### config.mk
export PLATFORM = sky130hd
export DESIGN_NAME = bidir_shift_seq
export DESIGN_NICKNAME = d
export VERILOG_FILES = /design/src/rtl/bidir_shift_seq.sv
export SDC_FILE = /design/constraint.sdc
export NUM_CORES = 1
export LEC_CHECK = 0
export ABC_AREA = 1
export CAP_MARGIN = 30
export CORE_MARGIN = 5
export CORE_UTILIZATION = 42
export DETAILED_ROUTE_END_ITERATION = 6
export GPL_TIMING_DRIVEN = 0
export PLACE_DENSITY = 0.77
export SLEW_MARGIN = 20
export SYNTH_ARGS = -nofsm -noshare
export SYNTH_HDL_FRONTEND = slang
export SYNTH_SLANG_ARGS = --single-unit
### constraint.sdc
create_clock -name clk -period 1.4 [get_ports clk]
set_input_delay 0.21 -clock clk [delete_from_list [all_inputs] [get_ports clk]]
set_output_delay 0.21 -clock clk [all_outputs]
set_load 0.05 [all_outputs]
### src/rtl/bidir_shift_seq.sv
// Command-driven sequencer for a bidirectional shift register.
// Accepts one shift job per handshake, drives the register pins, returns its contents.
module bidir_shift_seq #(
    parameter int D_SIZE  = 4,
    parameter int MAX_CNT = 8,
    parameter int CNT_W   = 4
) (
    input  logic               clk,
    input  logic               rst,
    input  logic               cmd_valid,
    output logic               cmd_ready,
    input  logic               cmd_dir,
    input  logic [CNT_W-1:0]   cmd_cnt,
    input  logic [MAX_CNT-1:0] cmd_data,
    input  logic               cmd_clr,
    input  logic               abort,
    output logic               sr_en,
    output logic               sr_dir,
    output logic               sr_in,
    output logic               sr_rst,
    input  logic [D_SIZE-1:0]  sr_out,
    output logic               busy,
    output logic               done,
    output logic [D_SIZE-1:0]  result
);

    typedef enum logic [1:0] {
        S_IDLE    = 2'd0,
        S_CLR     = 2'd1,
        S_SHIFT   = 2'd2,
        S_CAPTURE = 2'd3
    } state_t;

    localparam logic [CNT_W-1:0] LP_MAX_CNT = CNT_W'(MAX_CNT);

    state_t               r_state;
    state_t               w_state_nxt;

    logic                 r_dir;
    logic                 r_clr;
    logic [CNT_W-1:0]     r_cnt;
    logic [CNT_W-1:0]     r_idx;
    logic [MAX_CNT-1:0]   r_data;
    logic                 r_done;
    logic [D_SIZE-1:0]    r_result;

    logic                 w_idle;
    logic                 w_accept;
    logic [CNT_W-1:0]     w_cnt_clamped;
    logic [CNT_W-1:0]     w_idx_nxt;
    logic [MAX_CNT-1:0]   w_bit_mask;
    logic                 w_data_bit;
    logic                 w_capture_ok;

    // Command qualification and per-shift serial bit selection
    assign w_idle        = (r_state == S_IDLE);
    assign w_accept      = cmd_valid && w_idle;
    assign w_cnt_clamped = (cmd_cnt > LP_MAX_CNT) ? LP_MAX_CNT : cmd_cnt;
    assign w_idx_nxt     = r_idx + CNT_W'(1);
    assign w_bit_mask    = MAX_CNT'(1) << r_idx;
    assign w_data_bit    = |(r_data & w_bit_mask);
    // An abort seen in CAPTURE suppresses both the done pulse and the result update
    assign w_capture_ok  = (r_state == S_CAPTURE) && !abort;

    // State register
    always_ff @(posedge clk or posedge rst) begin
        if (rst) begin
            r_state <= S_IDLE;
        end else begin
            r_state <= w_state_nxt;
        end
    end

    // Next-state logic and register control pins
    always_comb begin
        w_state_nxt = r_state;
        sr_en       = 1'b0;
        sr_rst      = 1'b0;
        sr_in       = 1'b0;
        case (r_state)
            S_IDLE: begin
                if (w_accept) begin
                    if (cmd_clr) begin
                        w_state_nxt = S_CLR;
                    end else if (w_cnt_clamped != '0) begin
                        w_state_nxt = S_SHIFT;
                    end else begin
                        w_state_nxt = S_CAPTURE;
                    end
                end
            end
            S_CLR: begin
                sr_rst = 1'b1;
                if (abort) begin
                    w_state_nxt = S_IDLE;
                end else if (r_cnt != '0) begin
                    w_state_nxt = S_SHIFT;
                end else begin
                    w_state_nxt = S_CAPTURE;
                end
            end
            S_SHIFT: begin
                sr_en = 1'b1;
                sr_in = w_data_bit;
                if (abort) begin
                    w_state_nxt = S_IDLE;
                end else if (w_idx_nxt == r_cnt) begin
                    w_state_nxt = S_CAPTURE;
                end
            end
            S_CAPTURE: begin
                w_state_nxt = S_IDLE;
            end
            default: begin
                w_state_nxt = S_IDLE;
            end
        endcase
    end

    // Latch the job fields on acceptance
    always_ff @(posedge clk or posedge rst) begin
        if (rst) begin
            r_dir  <= 1'b0;
            r_clr  <= 1'b0;
            r_cnt  <= '0;
            r_data <= '0;
        end else if (w_accept) begin
            r_dir  <= cmd_dir;
            r_clr  <= cmd_clr;
            r_cnt  <= w_cnt_clamped;
            r_data <= cmd_data;
        end
    end

    // Shift index: cleared on acceptance, advanced once per SHIFT cycle
    always_ff @(posedge clk or posedge rst) begin
        if (rst) begin
            r_idx <= '0;
        end else if (w_accept) begin
            r_idx <= '0;
        end else if (r_state == S_SHIFT) begin
            r_idx <= w_idx_nxt;
        end
    end

    // One-cycle done pulse, registered so it lands in the following IDLE cycle
    always_ff @(posedge clk or posedge rst) begin
        if (rst) begin
            r_done <= 1'b0;
        end else begin
            r_done <= w_capture_ok;
        end
    end

    // Result snapshot of the register at job end; held until the next completed job
    always_ff @(posedge clk or posedge rst) begin
        if (rst) begin
            r_result <= '0;
        end else if (w_capture_ok) begin
            r_result <= sr_out;
        end
    end

    assign cmd_ready = w_idle;
    assign busy      = !w_idle;
    assign sr_dir    = r_dir;
    assign done      = r_done;
    assign result    = r_result;

endmodule
; ---- After elaboration in Yosys (flattened, before gate mapping)
; Cells that the tools add are included.
[totals]
out_inout_bits = 11
mem_bits_rw = 0
latch_bits = 0
in_bits = 22
register_bits = 24
mem_count = 0
rom_bits = 0
[classes]
n_eq_ne = 6
n_div = 0
bitwise_logic = 1
n_mul = 0
order_cmp = 1
shifts = 1
mux = 14
reduce_logical = 10
add_sub_neg = 1
[op_table]
columns = op, count
row1 = 2-to-1 mux 4 bit, 3
row2 = 2-to-1 mux 2 bit, 5
row3 = bitwise AND 8 bit, 1
row4 = case mux 2 bit (4 select lines), 1
row5 = nonzero test 4 bit, 2
row6 = OR reduction 8 bit, 1
row7 = "left shift 1 x 4 -> 8 bit, first input constant", 1
row8 = 2-to-1 mux 1 bit, 5
row9 = "adder 4 x 1 -> 4 bit, second input constant", 1
row10 = "equality test 2 bit, second input constant", 2
row11 = equality test 4 bit, 1
row12 = "> comparator 4 bit, second input constant", 1
row13 = "!= test 3 bit, second input constant", 1
row14 = "equality test 2 x 1 -> 1 bit, second input constant", 1
row15 = logical AND 1 bit, 2
row16 = zero test 1 bit, 2
row17 = zero test 2 bit, 1
row18 = "!= test 2 x 1 -> 1 bit, second input constant", 1
row19 = AND reduction 2 bit, 1
row20 = nonzero test 2 bit, 1

; ---- Depth between registers and ports, before layout
; Gate-level depths: netlist of the first run.
[logic_depth]
ltp_word = 7
ltp_mapped = 8
ltp_nobuf = 8

; ---- Worst setup path after synthesis of the first run
; Ideal clock, no wire load.
[synth_path]
kind = flip-flop to output port
startpoint = register r_state[1]
endpoint = output port sr_in
t_required_ns = 1.190
stages_incl_launch_ff = 5
arrival_time_ns = 2.034
slack_ns = -0.844
path_buffers = 0
path_cell_list = dfrtp_1 inv_2 nor2_4 inv_2 nor3_1
[synth_between]
elab_chain_cells = 2
[synth_lines]
columns = item, line
row1 = from (decl), 36  ; state_t r_state;
row2 = from (signal assigned), 70  ; r_state <= w_state_nxt;
row3 = equality test 2 bit, 80  ; case (r_state)
row4 = 2-to-1 mux 1 bit, 80
row5 = to (decl), 19  ; output logic sr_in,
; No other way between the ends.

; ---- Final worst setup path of the first run
[layout_path]
startpoint = register r_idx[0]
endpoint = output port sr_in
[layout_between]
elab_chain_cells = 4
[layout_lines]
columns = item, line
row1 = from (decl), 42  ; logic [CNT_W-1:0] r_idx;
row2 = from (signal assigned), 142  ; r_idx <= w_idx_nxt;
row3 = left shift 1 x 4 -> 8 bit, 60  ; assign w_bit_mask = MAX_CNT'(1) << r_idx;
row4 = bitwise AND 8 bit, 61  ; assign w_data_bit = |(r_data & w_bit_mask);
row5 = OR reduction 8 bit, 61
row6 = 2-to-1 mux 1 bit, 80
; No other way between the ends.

==> results of run 1 <==
cells in the mapped netlist:
cell type and count:
nand2_1 59, dfrtp_1 24, inv_1 14, nor2_1 9, nand3_1 7, a21oi_1 6, ha_1 6, inv_2 4
nor2_4 3, o21ai_0 3, o22ai_1 3, nor3_1 2, xnor2_1 2, a22o_1 1, buf_2 1, nand2_2 1
nand4_1 1, nor3_4 1, o31ai_1 1
flip-flops by register name (all words and copies together), names as in the netlist:
signal / cells
r_idx: 4
r_cnt: 4
done: 1
sr_dir: 1
r_state: 2
r_data: 8
result: 4
cells by family after synthesis:
family	count (synthesis)
AND/OR/NAND/NOR	83
flip-flops	24
buffers and inverters	19
AO/OA/AOI/OAI	14
adder cells (fa/ha/maj)	6
XOR/XNOR	2
worst max-delay path: cells and delay by family, from the launching register on:
kind / cells / cell delay [ps]
buf+inv: 1 / 150
compound gates: 2 / 370
fa+ha+maj: 2 / 350
flops: 1 / 500
simple gates: 1 / 50
cells in the final DEF, fill, tap and decap left out, drive strengths merged, types with 4 or more instances in the layout:
master / n
clkdlybuf4s50: 21
ha: 6
a21oi: 6
inv: 18
clkdlybuf4s15: 4
buf: 12
nand3: 7
nor2: 12
clkbuf: 5
nand2: 60
dfrtp: 24
power by group through the flow:
stage / clock [W] / sequential (W) / combinational, W
final: 0.000303 / 0.00126 / 0.00221
after global routing: 0.000340 / 0.00132 / 0.00241
after CTS: 0.000311 / 0.00126 / 0.00216
after detailed placement: 0 / 0.00126 / 0.00191
after global placement: 0 / 0.00124 / 0.00187
after floorplan: 0 / 0.00145 / 0.00114
cell type report:
| type | instances | area (um2) |
|---|---|---|
| buffer | 1 | 5.005 |
| clock buffer | 3 | 22.52 |
| fill | 229 | 1003 |
| inverter | 18 | 70.07 |
| multi-input combinational | 105 | 623.1 |
| sequential | 24 | 605.6 |
| tap | 31 | 38.79 |
| timing repair buffer | 38 | 389.1 |
routing by layer:
metal | vias up | part of all wire | global-route usage
met3 | 8 | 0.030 | 0.02131
met1 | 487 | 0.42 | 0.1708
met4 | 0 | 0.025 | 0.06753
met5 | - | 0 | 0
li1 | 547 | - | -
met2 | 23 | 0.52 | 0.2614
metrics by stage:
stage | setup TNS (ps) | hold slack [ps] | power [W] | std cells
2_1_floorplan | -606.0 | 224.6 | 0.002584 | 148
3_3_place_gp | -1855 | 459.0 | 0.003107 | 211
3_5_place_dp | -2000 | 466.5 | 0.003161 | 211
4_1_cts | -624.7 | 408.3 | 0.003726 | 218
5_1_grt | -1030 | 87.10 | 0.004068 | 220
6_report | -717.3 | 78.00 | 0.003776 | 220
timing repair:
action                                  4_1_cts  5_1_grt
setup buffers                                 4        1
pin swaps                                     5        4
resized for setup                            69       10
endpoints found under the setup margin       12        9
final timing paths:
kind	startpoint	end	slack (ps)
worst max-delay path	r_idx[0]	sr_in	-560
worst min-delay path	rst	r_data[6]	80
min in group clk	sr_out[3]	result[3]	410
worst min register to register	sr_dir	sr_dir	490
worst max register to register	r_idx[0]	r_state[0]	-30
max in group asynchronous	rst	r_idx[1]	900
==> summary.txt, run 1 <==
Outcome
  • Status: complete, but fails checks
  • Failing checks: negative setup slack

Timing
  • RSZ-0062 raised after global routing: true
  • Worst-Margin Slew: between 200 and 300 ps
  • Max-slew headroom: 0.8216
  • Final slew viol count: 0
  • Finish-stage setup viols: 5
  • Fmax: around 0.51 GHz
  • Final hold vios: 0
  • Minimum clock period: ~2000 ps
  • Post-route setup slack: -557.3 ps
  • Clock Skews: roughly 5.7 ps
  • Period utilization: 1.398

Placement
  • Hpwl dp: 1.993 mm
  • Count of input and output buffers: 32
  • GPL Wtd Cong: 0.8012
  • Post-place setup slack: -840.6 ps
  • Area after DPL: 0.001579 mm2

Logic synthesis
  • Post-synthesis mux area share: 0
  • Post-Synth XOR/XNOR Area: 0.01449
  • Top cells by area, synth: dfrtp_1 (50%), nand2_1 (18%), ha_1 (6.2%)
  • Synth Warn #: 0
  • Top-area cell type share of the netlist area: 0.4969
  • Cell count after synthesis: ~150
  • Dominant cell type by area after synthesis: dfrtp_1
  • Syn_area_per_cell: 8.167 um2
  • Cell Area, Synth: ~0.0012 mm2
  • Simple-gate area share of the yosys netlist: 0.3002
  • Mapped Nets: ~180
  • Library cells used by synthesis: 19
  • Synth Area in Adders: 0.06211
  • Post-synthesis register bit count: 24
  • Sequential fraction of the synthesis area: 0.4969
  • Complex-gate fraction of the synthesized area: 0.06625
  • Largest family of logic cells by synthesized area: simple AND/OR/NAND/NOR gates

Pwr
  • Leakage power: 0.8372 nW
  • Sw Pwr: approximately 0.0018 W
  • PwrDens: ~2200 mW/mm2
  • Worst IR Drop VDD: around 0.0016 V
  • Int Power: 0.001961 W
  • Switch share: 0.4806
  • Register share of total power: 0.334
  • Logic pwr share: 0.586
  • Clk pwr share: 0.080

Final layout
  • Diode count: 0
  • Layout Utilization: 0.6361
  • Post-route cell area: between 0.0015 and 0.002 mm2
  • Nets: 219
  • Layout area overhead: 45.13%
  • Share of layout cells above drive strength 1: 0.2593

Drt
  • First DRT Iteration DRCs: 29
  • Detail Route Antenna Nets: 0
  • Wirelength per Cell: 12.58 um
  • Routed vias: between 1000 and 1500
  • Number of remaining DRC errors: 0
  • DRT Pass-1 Iters: 4
  • Vias per inst: a little under 5
  • DRT Wirelength: around 2.8 mm

Worst setup path
  • CP Cell Sequence: ha_4, ha_4, a22o_1, a21oi_2, nor3_4, buf_6
  • R2r worst-path depth: 6
  • Arrival time of the worst setup path: 1750 ps
  • Worst path max stage delay: 500 ps
  • Crit path capture type: primary output
  • CP Max Fanout: 6
  • Critical Setup Path Class: flop to primary output
  • Critical Path RT: between 1000 and 1500 ps
  • Most used cell, CP: ha_4
  • Worst path slowest cell: dfrtp_2
  • CP startpoint kind: flop

Global route
  • Initial antenna violation count: 0
  • First-pass GRT wire length: around 4.8 mm
  • GRT Util Overall: 0.1468
  • Vias in the first global route: between 1000 and 1500
  • GRT Residual Overflow: 0
  • Pin count of the biggest net entering global routing: 25

CTS
  • Clk sinks: 24
  • Clock Root Buffer: clkbuf_4
  • CTS clk-pin slew, worst paths: ~130 ps
  • CTS max path bufs: 2
  • Hold buffer count at cts: 0
  • Clk Latency, worst-skew pair: about 320 ps
  • CTS Buf Count: 3
  • H-tree levels: 1
  • CTS tree: built

Floorplan
  • Row cnt: 19
  • Die X-Extent: between 60 and 70 um
  • Die H: about 64 um
  • Core area: roughly 0.0028 mm2
  • Initial core utilization: 0.4383
  • Total die area: around 0.0041 mm2
  • Io pins: 33

Min path
  • Hold Crit Class: input pin to async pin

Flow run
  • Max-capacitance violation count: 0
(Power assumes the default switching activity.)
==> run 2, diff against run 1 <==
--- a/config.mk
+++ b/config.mk
@@ -7,11 +7,14 @@
 export LEC_CHECK = 0
 export ABC_AREA = 1
 export CAP_MARGIN = 30
+export CELL_PAD_IN_SITES_DETAIL_PLACEMENT = 1
+export CELL_PAD_IN_SITES_GLOBAL_PLACEMENT = 1
 export CORE_MARGIN = 5
-export CORE_UTILIZATION = 42
+export CORE_UTILIZATION = 31
 export DETAILED_ROUTE_END_ITERATION = 6
 export GPL_TIMING_DRIVEN = 0
-export PLACE_DENSITY = 0.77
+export PLACE_DENSITY = 0.78
+export RECOVER_POWER = 100
 export SLEW_MARGIN = 20
 export SYNTH_ARGS = -nofsm -noshare
 export SYNTH_HDL_FRONTEND = slang
==> summary.txt, run 2 (same netlist as run 1, synthesis figures left out) <==
Floorplan
  • Initial core utilization: 0.3253 (-0.1130)
  • Total die area: 0.005248 mm2 (+30%)
  • Die H: 72.44 um (+14%)
  • Die X-Extent: 72.44 um (+14%)
  • Row cnt: 22 (+3)
  • Core area: 0.003716 mm2 (+35%)
  • Io pins: 33 (unchanged)

Min path
  • Hold Crit Class: input pin to async pin

Timing
  • Fmax: 0.5367 GHz (+5.0%)
  • Final slew viol count: 0 (unchanged)
  • Max-slew headroom: 0.6218 (-0.1998)
  • Final hold vios: 0 (unchanged)
  • Hold_ws: 349.5 ps (+271.5 ps)
  • Minimum clock period: 1863 ps (-93.92 ps)
  • RSZ-0062 raised after global routing: true
  • Period utilization: 1.331 (-0.06709)
  • Finish-stage setup viols: 3 (-2)
  • Worst-Margin Slew: 563.0 ps (+297.4 ps)
  • Post-route setup slack: -463.4 ps (+93.92 ps)
  • Clock Skews: 5.608 ps (-0.09764 ps)

Final layout
  • Reg with most FFs: r_data
  • Sequential Area: 605.6 um2 (unchanged)
  • Share of layout cells above drive strength 1: 0.2063 (-0.05291)
  • Post-route cell area: 0.001754 mm2 (unchanged)
  • Layout area overhead: 45.13% (unchanged)
  • Commonest non-fill, non-tap cell in the layout: nand2_1
  • Number of fill cells: 456 (+99%)
  • Diode count: 0 (unchanged)
  • Area occupied by multi-input gates: 616.8 um2 (-1.0%)
  • Most frequent cells in the layout: nand2_1 (60), dfrtp_1 (20), clkdlybuf4s50_1 (20), inv_1 (12), nor2_1 (9)
  • Final non-filler cell total: 237 (+7.7%)
  • Max reg flops: 8 (unchanged)
  • Nets: 219 (unchanged)

CTS
  • CTS max path bufs: 2 (unchanged)
  • Clk Latency, worst-skew pair: 270 ps (-50 ps)
  • CTS clk-pin slew, worst paths: 80 ps (-50 ps)
  • Hold buffer count at cts: 0 (unchanged)
  • Clock Root Buffer: clkbuf_8
  • H-tree levels: 1 (unchanged)
  • CTS tree: built
  • CTS Buf Count: 3 (unchanged)
  • Clk sinks: 24 (unchanged)

Global route
  • GRT Util Overall: 0.1324 (-0.01439)
  • First-pass GRT wire length: 5.526 mm (+15%)
  • Met1 GRT Util: 0.1498 (-0.02093)
  • GRT met3 Usage: 0.02632 (+0.005001)
  • Vias in the first global route: 1226 (+13%)
  • Pin count of the biggest net entering global routing: 25 (unchanged)
  • GR peak layer: met2
  • Initial antenna violation count: 0 (unchanged)
  • GRT Residual Overflow: 0 (unchanged)
  • GR Util met2: 0.2467 (-0.01471)

Pwr
  • Leakage power: 0.8429 nW (+0.68%)
  • PwrDens: 2189 mW/mm2 (+1.7%)
  • Worst IR Drop VDD: 0.0008632 V (-46%)

Worst setup path
  • Critical Setup Path Class: flop to primary output
  • Arrival time of the worst setup path: 1650 ps (-100 ps)
  • CP startpoint kind: flop
  • R2r worst-path depth: 7 (+1)
  • Internal reg-to-reg setup slack: -90 ps (-60 ps)
  • Reg2Reg Launch Point: r_idx[0]
  • Worst r2r dst: r_state[0]
  • Critical Path RT: 1190 ps (about the same)
  • CP Max Fanout: 4 (-2)
  • Crit path capture type: primary output

Drt
  • Detail Route Antenna Nets: 0 (unchanged)
  • First DRT Iteration DRCs: 41 (+41%)
  • DRT Wirelength: 3.268 mm (+18%)
  • Routed vias: 1094 (+2.7%)
  • Number of remaining DRC errors: 0 (unchanged)
  • DRT Pass-1 Iters: 3 (-1)
  • Wirelength per Cell: 13.79 um (+9.6%)
  • Vias per inst: 4.616 (-4.6%)

Flow run
  • Max-capacitance violation count: 0 (unchanged)

Outcome
  • Failing checks: negative setup slack
  • Status: complete, but fails checks

Placement
  • Count of input and output buffers: 32 (unchanged)
  • GPL Wtd Cong: 0.7641 (-4.6%)
  • Post-place setup slack: -922.6 ps (-82.08 ps)
  • Area after DPL: 0.001600 mm2 (+1.3%)
  • Hpwl dp: 2.398 mm (+20%)
  • Placed Instances: 228 (+8.1%)
run 2: cell types whose count changed in the layout (fill, tap and decap cells not counted), moves of 3 or more:
cell             delta
clkbuf_8            +3
buf_6               -3
dlygate4sd2_1       +4
clkdlybuf4s15_2     -4
buf_4               +3
clkbuf_4            -3
run 2: worst max-delay path by stage:
stage,from,end,cells after the start
5_1_grt,r_idx[0],sr_in,7
3_3_place_gp,r_idx[0],sr_in,6
6_report,r_idx[0],sr_in,6
4_1_cts,r_idx[0],sr_in,6
2_1_floorplan,r_state[1],sr_in,4
3_5_place_dp,r_idx[0],sr_in,7
run 2: layout make-up:
class,instances,area share
multi-input combinational,105,0.3516
timing repair buffer,38,0.2040
clock buffer,3,0.02354
tap,48,0.03424
sequential,24,0.3452
inverter,18,0.03852
buffer,1,0.002853
run 2: through the flow:
stage | total power, W | utilization | TNS [ps]
2_1_floorplan | 0.002584 | - | -606.0
3_3_place_gp | 0.003128 | 0.4306 | -1909
3_5_place_dp | 0.003224 | 0.4306 | -2280
4_1_cts | 0.003795 | 0.4663 | -585.8
5_1_grt | 0.004127 | 0.4721 | -2090
6_report | 0.003840 | 0.4721 | -559.3
run 2: power breakdown:
group	switching, W	internal (W)
Clock	0.000214	0.000193
Sequential	0.000252	0.00100
Combinational	0.00139	0.000787
Total	0.00186	0.00198
run 2: per-layer routing:
metal | routed length (um) | part of all wire
met4 | 27 | 0.0083
met5 | 0 | 0
met1 | 1319 | 0.40
met2 | 1805 | 0.55
met3 | 115 | 0.035
run 2: repair_timing:
item	4_1_cts	5_1_grt
setup buffers	5	0
gates resized for setup	53	11
pin swaps	7	5
setup endpoints to repair	12	6
run 2: critical path, stage by stage, from the launching register on:
cell and delay, ps:
dfrtp_2 460, ha_4 190, ha_4 150, a22o_1 230
a21oi_4 140, nor3_4 50, buf_6 150
==> patch 1: new RTL, settings of run 1 <==
`MAX_CNT`: 8 -> 7.
--- a/src/rtl/bidir_shift_seq.sv
+++ b/src/rtl/bidir_shift_seq.sv
@@ -3,5 +3,5 @@
 module bidir_shift_seq #(
     parameter int D_SIZE  = 4,
-    parameter int MAX_CNT = 8,
+    parameter int MAX_CNT = 7,
     parameter int CNT_W   = 4
 ) (
Interface: changed (resized cmd_data); port bits go from 33 to 32. The function was not compared with the original's and may differ.
==> patch 1 against run 1 <==
  * Power is 5.6% higher
  * Final cell count is 0.45% higher
  * Sequential share of layout area is 1.8 points lower
  * Synthesized area is 3.7% lower
  * Cell area is 1.3% higher
  * Core utilization is 1.9 points higher
  * Register-to-register slack worse by 0.08 ns
  * Worst setup slack better by 0.16 ns
  * The flow still finishes with violations (negative setup slack)
  * Routed wire length is 6.3% higher
  * Sequential cell count is 1 lower
  * Clock skew is 0.0044 ns lower
==> patch 1: results <==
set metrics [dict create \
    status "complete, but fails checks" \
    violations "negative setup slack" \
    dp_hpwl_um 1960 \
    grt_max_degree 24 \
    critPathArrivalTime_ns 1.58 \
    drive_above_1_share_pct 30.5 \
    setup_ws_ns -0.395 \
    ir_drop_mv 1.90 \
    r2r-start "r_idx[0]" \
    insertion_delay_ns 0.31 \
    netlist-cell-type-count 21 \
    groute.usage.overall_pct 15.0 \
    htreeDepth 1 \
    fill_cells 235 \
    dr.pass1.iters 4 \
    largest-register "r_data" \
    vias 1112 \
    p_leak_nw 0.836 \
    synth_async_sr_flop_share_pct 100 \
    r2r_end "r_state[0]" \
    grt_pass1_wl_um 4770 \
    yosys_warnings 0 \
    synth_nets 168 \
    placed_area_mm2 0.00154 \
    numPortBuffers 31 \
    synthTopCellsByCount "nand2_1 (55), dfrtp_1 (23), inv_1 (11)" \
    wl_um 2940 \
    detail_route.iter0.violations 24 \
    r2r_setup_slack_ns -0.11 \
    max_slew.worst_pin.slew_ns 0.522 \
    largest_reg_flops 7 \
    path_max_fanout 4 \
    place.gp.congestion 0.818 \
    final_nets 217 \
    start_util_pct 42.9 \
    yosysSeqAreaShare_pct 49.5 \
    finalClockSkew_ns 0.00126 \
    ys_top_cells_by_area "dfrtp_1 (49%), nand2_1 (18%), ha_1 (5.4%)" \
    hold_class "primary input to asynchronous set/reset pin" \
    cts.clk_slew.worst_paths_ns 0.12 \
    grt_pass1_vias 1079 \
    clk_path_buf_depth 2 \
    setup_viol 6 \
]
-- patch 1: changes by cell type in the layout (fill, tap and decap cells not counted), moves of 2 or more --
cell | before | now
a21oi_1 | 3 | 1
ha_2 | 2 | 0
o21ai_1 | 0 | 4
o21ai_0 | 3 | 1
nand2_1 | 59 | 53
inv_4 | 1 | 5
nor2_1 | 7 | 9
nand2_2 | 1 | 4
inv_2 | 6 | 3
buf_4 | 2 | 8
inv_1 | 11 | 9
-- patch 1: critical path: stages (launching register included) --
cell     delay (ns)
dfrtp_2        0.48
buf_12         0.14
ha_4           0.15
a21oi_2        0.11
nand3_1        0.09
nand2_2        0.09
a21oi_4        0.06
buf_6          0.15
-- patch 1: repair_timing --
item	CTS	global route
gates cloned	0	0
setup buffers	6	7
setup endpoints to repair	12	8
pin swaps	2	5
gates resized for setup	65	13
-- patch 1: worst max-delay path by stage --
stage	from	end	slack [ns]
after global routing	r_idx[0]	sr_in	-0.46
after detailed placement	r_idx[0]	sr_in	-0.75
final	r_idx[0]	sr_in	-0.39
after CTS	r_idx[0]	sr_in	-0.34
after floorplan	r_state[1]	sr_in	-0.07
after global placement	r_idx[0]	sr_in	-0.74
-- patch 1: cells by family after synthesis --
logic type	count (synthesis)	share of synthesized area [%]
flip-flops	23	49.5
buffers and inverters	18	6.13
AO/OA/AOI/OAI	16	8.39
adder cells (fa/ha/maj)	5	5.38
AND/OR/NAND/NOR	78	29.1
XOR/XNOR	2	1.51
-- patch 1: stage by stage --
step / hold slack (ns) / setup slack, ns / total power, mW / setup TNS (ns) / cells
final: 0.219 / -0.395 / 3.99 / -0.590 / 221
after global routing: 0.264 / -0.460 / 4.25 / -0.901 / 221
after CTS: 0.406 / -0.339 / 3.68 / -0.463 / 214
after global placement: 0.456 / -0.740 / 3.08 / -1.82 / 204
after floorplan: 0.212 / -0.0719 / 2.57 / -0.0719 / 142
after detailed placement: 0.459 / -0.751 / 3.14 / -1.92 / 204
-- patch 1: layout make-up --
cell class	count	area [um2]	share of cell area, %
clock buffer	4	26.3	1.48
sequential	23	581	32.7
tap	31	38.8	2.18
multi-input combinational	101	596	33.5
buffer	1	11.3	0.634
inverter	17	76.3	4.30
timing repair buffer	44	448	25.2
-- patch 1: metal layers --
layer	track usage [%]	up-vias	part of all wire, %	wire length [um]
met3	1.44	7	3.8	111
met5	0	-	0	0
met2	28.1	40	55	1610
met4	6.37	0	2.1	63
met1	17.0	528	39	1150
li1	-	537	-	-
-- patch 1: power breakdown --
part | switching (mW) | internal [mW] | total (mW)
clock network | 0.197 | 0.111 | 0.308
registers | 0.255 | 0.946 | 1.20
logic | 1.45 | 1.03 | 2.48
==> patch 2: new RTL, flow settings as in run 1 <==
Without the edit above. Re-encode `state_t` (4 states) as Gray code, 2 bits wide.
--- a/src/rtl/bidir_shift_seq.sv
+++ b/src/rtl/bidir_shift_seq.sv
@@ -26,8 +26,8 @@
 
     typedef enum logic [1:0] {
-        S_IDLE    = 2'd0,
-        S_CLR     = 2'd1,
-        S_SHIFT   = 2'd2,
-        S_CAPTURE = 2'd3
+        S_IDLE    = 2'b00,
+        S_CLR     = 2'b01,
+        S_SHIFT   = 2'b11,
+        S_CAPTURE = 2'b10
     } state_t;
 
Formal check against the unedited RTL: no difference found for any inputs over 10 cycles, from zero or initial values and one cycle with rst high; not proved beyond that.
==> patch 2 against run 1 <==
  * Highest routed layer unchanged
  * The flow still finishes with violations (negative setup slack)
  * Power up 11%
  * Routed wire length is 17% higher
  * Cell area increased by 7.7%
  * Non-clock buffer count up 7
  * Sequential cell count is the same
  * Worst setup slack better by 0.19 ns
  * Largest cell class unchanged
  * Synthesized area is 6.8% higher
  * Maximum frequency up 11%
  * Core utilization decreased by 0.69 points
==> patch 2: results <==
set metrics [dict create \
    status "complete, but fails checks" \
    violations "negative setup slack" \
    detail_route.iter0.violations 38 \
    final_nets 228 \
    yosys_warnings 0 \
    clk_path_buf_depth 2 \
    dp_hpwl_um 2300 \
    yosysSeqAreaShare_pct 46.5 \
    finalClockSkew_ns 0.00276 \
    synth_nets 179 \
    groute.usage.overall_pct 16.4 \
    fill_cells 258 \
    fin_setup_tns_ns -0.708 \
    hold_class "primary input to asynchronous set/reset pin" \
    grt_antenna_before_repair 0 \
    vias_per_cell 4.93 \
    slew-limit-headroom_pct 72.6 \
    drive_above_1_share_pct 28.6 \
    p_leak_nw 0.918 \
    critPathArrivalTime_ns 1.56 \
    path_max_fanout 4 \
    diodes 0 \
    insertion_delay_ns 0.30 \
    setup_ws_ns -0.370 \
    synth_async_sr_flop_share_pct 100 \
    drc 0 \
    finalHoldViolCount 0 \
    ys_top_cells_by_area "dfrtp_1 (47%), nand2_1 (18%), inv_1 (6.1%)" \
    cap_viol_max_count 0 \
    grt_pass1_wl_um 5480 \
    dr.pass1.iters 4 \
    largest_reg_flops 8 \
    setup_viol 5 \
    ir_drop_mv 1.23 \
    numPortBuffers 32 \
    cts_root_buf "clkbuf_4" \
    place.gp.congestion 0.732 \
    htreeDepth 1 \
    routedWlPerCell_um 13.9 \
    netlist-cell-type-count 23 \
    synthTopCellsByCount "nand2_1 (61), dfrtp_1 (24), inv_1 (21)" \
    grt_pass1_vias 1243 \
]
## patch 2: changes by cell type after synthesis, sizes merged, moves of 2 or more
cell	before	now
nand4	1	5
nor2	12	6
nor3	3	1
a21oi	6	0
nand2	60	65
inv	18	22
## patch 2: final cells by class
| type | count | area share (%) |
|---|---|---|
| Tap cell | 33 | 2.19 |
| Timing Repair Buffer | 44 | 23.4 |
| Clock buffer | 4 | 1.92 |
| Sequential cell | 24 | 32.1 |
| Buffer | 2 | 1.59 |
| Multi-Input combinational cell | 103 | 33.9 |
| Inverter | 22 | 4.97 |
## patch 2: final timing paths
path / slack, ns / depth (start not counted) / endpoint / from
setup / recovery: -0.37 / 5 / sr_in / r_idx[0]
hold / removal: 0.17 / 2 / done / rst
setup reg to reg: -0.13 / 7 / r_state[0] / r_idx[0]
hold reg to reg: 0.49 / 2 / result[2] / result[2]
max in group asynchronous: 0.78 / 3 / r_idx[1] / rst
min in group clk: 0.42 / 3 / r_data[7] / cmd_data[7]
## patch 2: cells by family after synthesis
group                      after synthesis  synth area share, %
AOI/OAI and AO/OA                       11                 7.56
DFF                                     24                 46.5
adders and majority gates                6                 5.81
buffers and inverters                   24                 8.92
xor gates and xnor gates                 3                 2.04
and+or+nand+nor                         83                 29.2
## patch 2: layer usage
layer / vias to the layer above / track usage [%] / wire length, um
met5: - / 0 / 0
met4: 0 / 5.44 / 37
met3: 4 / 4.27 / 161
met2: 29 / 28.8 / 1700
met1: 543 / 19.3 / 1330
li1: 568 / - / -
## patch 2: worst max-delay path, stage by stage (launching register included)
cell,delay [ns]
dfrtp_2,0.48
ha_1,0.24
ha_1,0.19
nand2_1,0.10
a31oi_4,0.09
buf_6,0.16
## patch 2: per-stage QoR
| step | area [um2] | setup slack [ns] | std cells | hold WS, ns |
|---|---|---|---|---|
| after floorplan | 1310 | -0.213 | 151 | 0.225 |
| after global placement | 1670 | -0.781 | 216 | 0.456 |
| after detailed placement | 1670 | -0.797 | 216 | 0.465 |
| after CTS | 1830 | -0.391 | 228 | 0.411 |
| after global routing | 1890 | -0.493 | 232 | 0.191 |
| final | 1890 | -0.370 | 232 | 0.170 |
## patch 2: repair_timing
item,4_1_cts,5_1_grt
gates resized for setup,67,11
hold buffers,0,0
cloned,0,0
buffers inserted,8,3
pin swaps,4,6
endpoints found under the setup margin,12,8
## patch 2: report_power, final
part           internal (mW)  switching, mW  total (mW)
Clock                  0.159          0.202       0.360
Combinational           1.08           1.51        2.59
Sequential             0.993          0.249        1.24
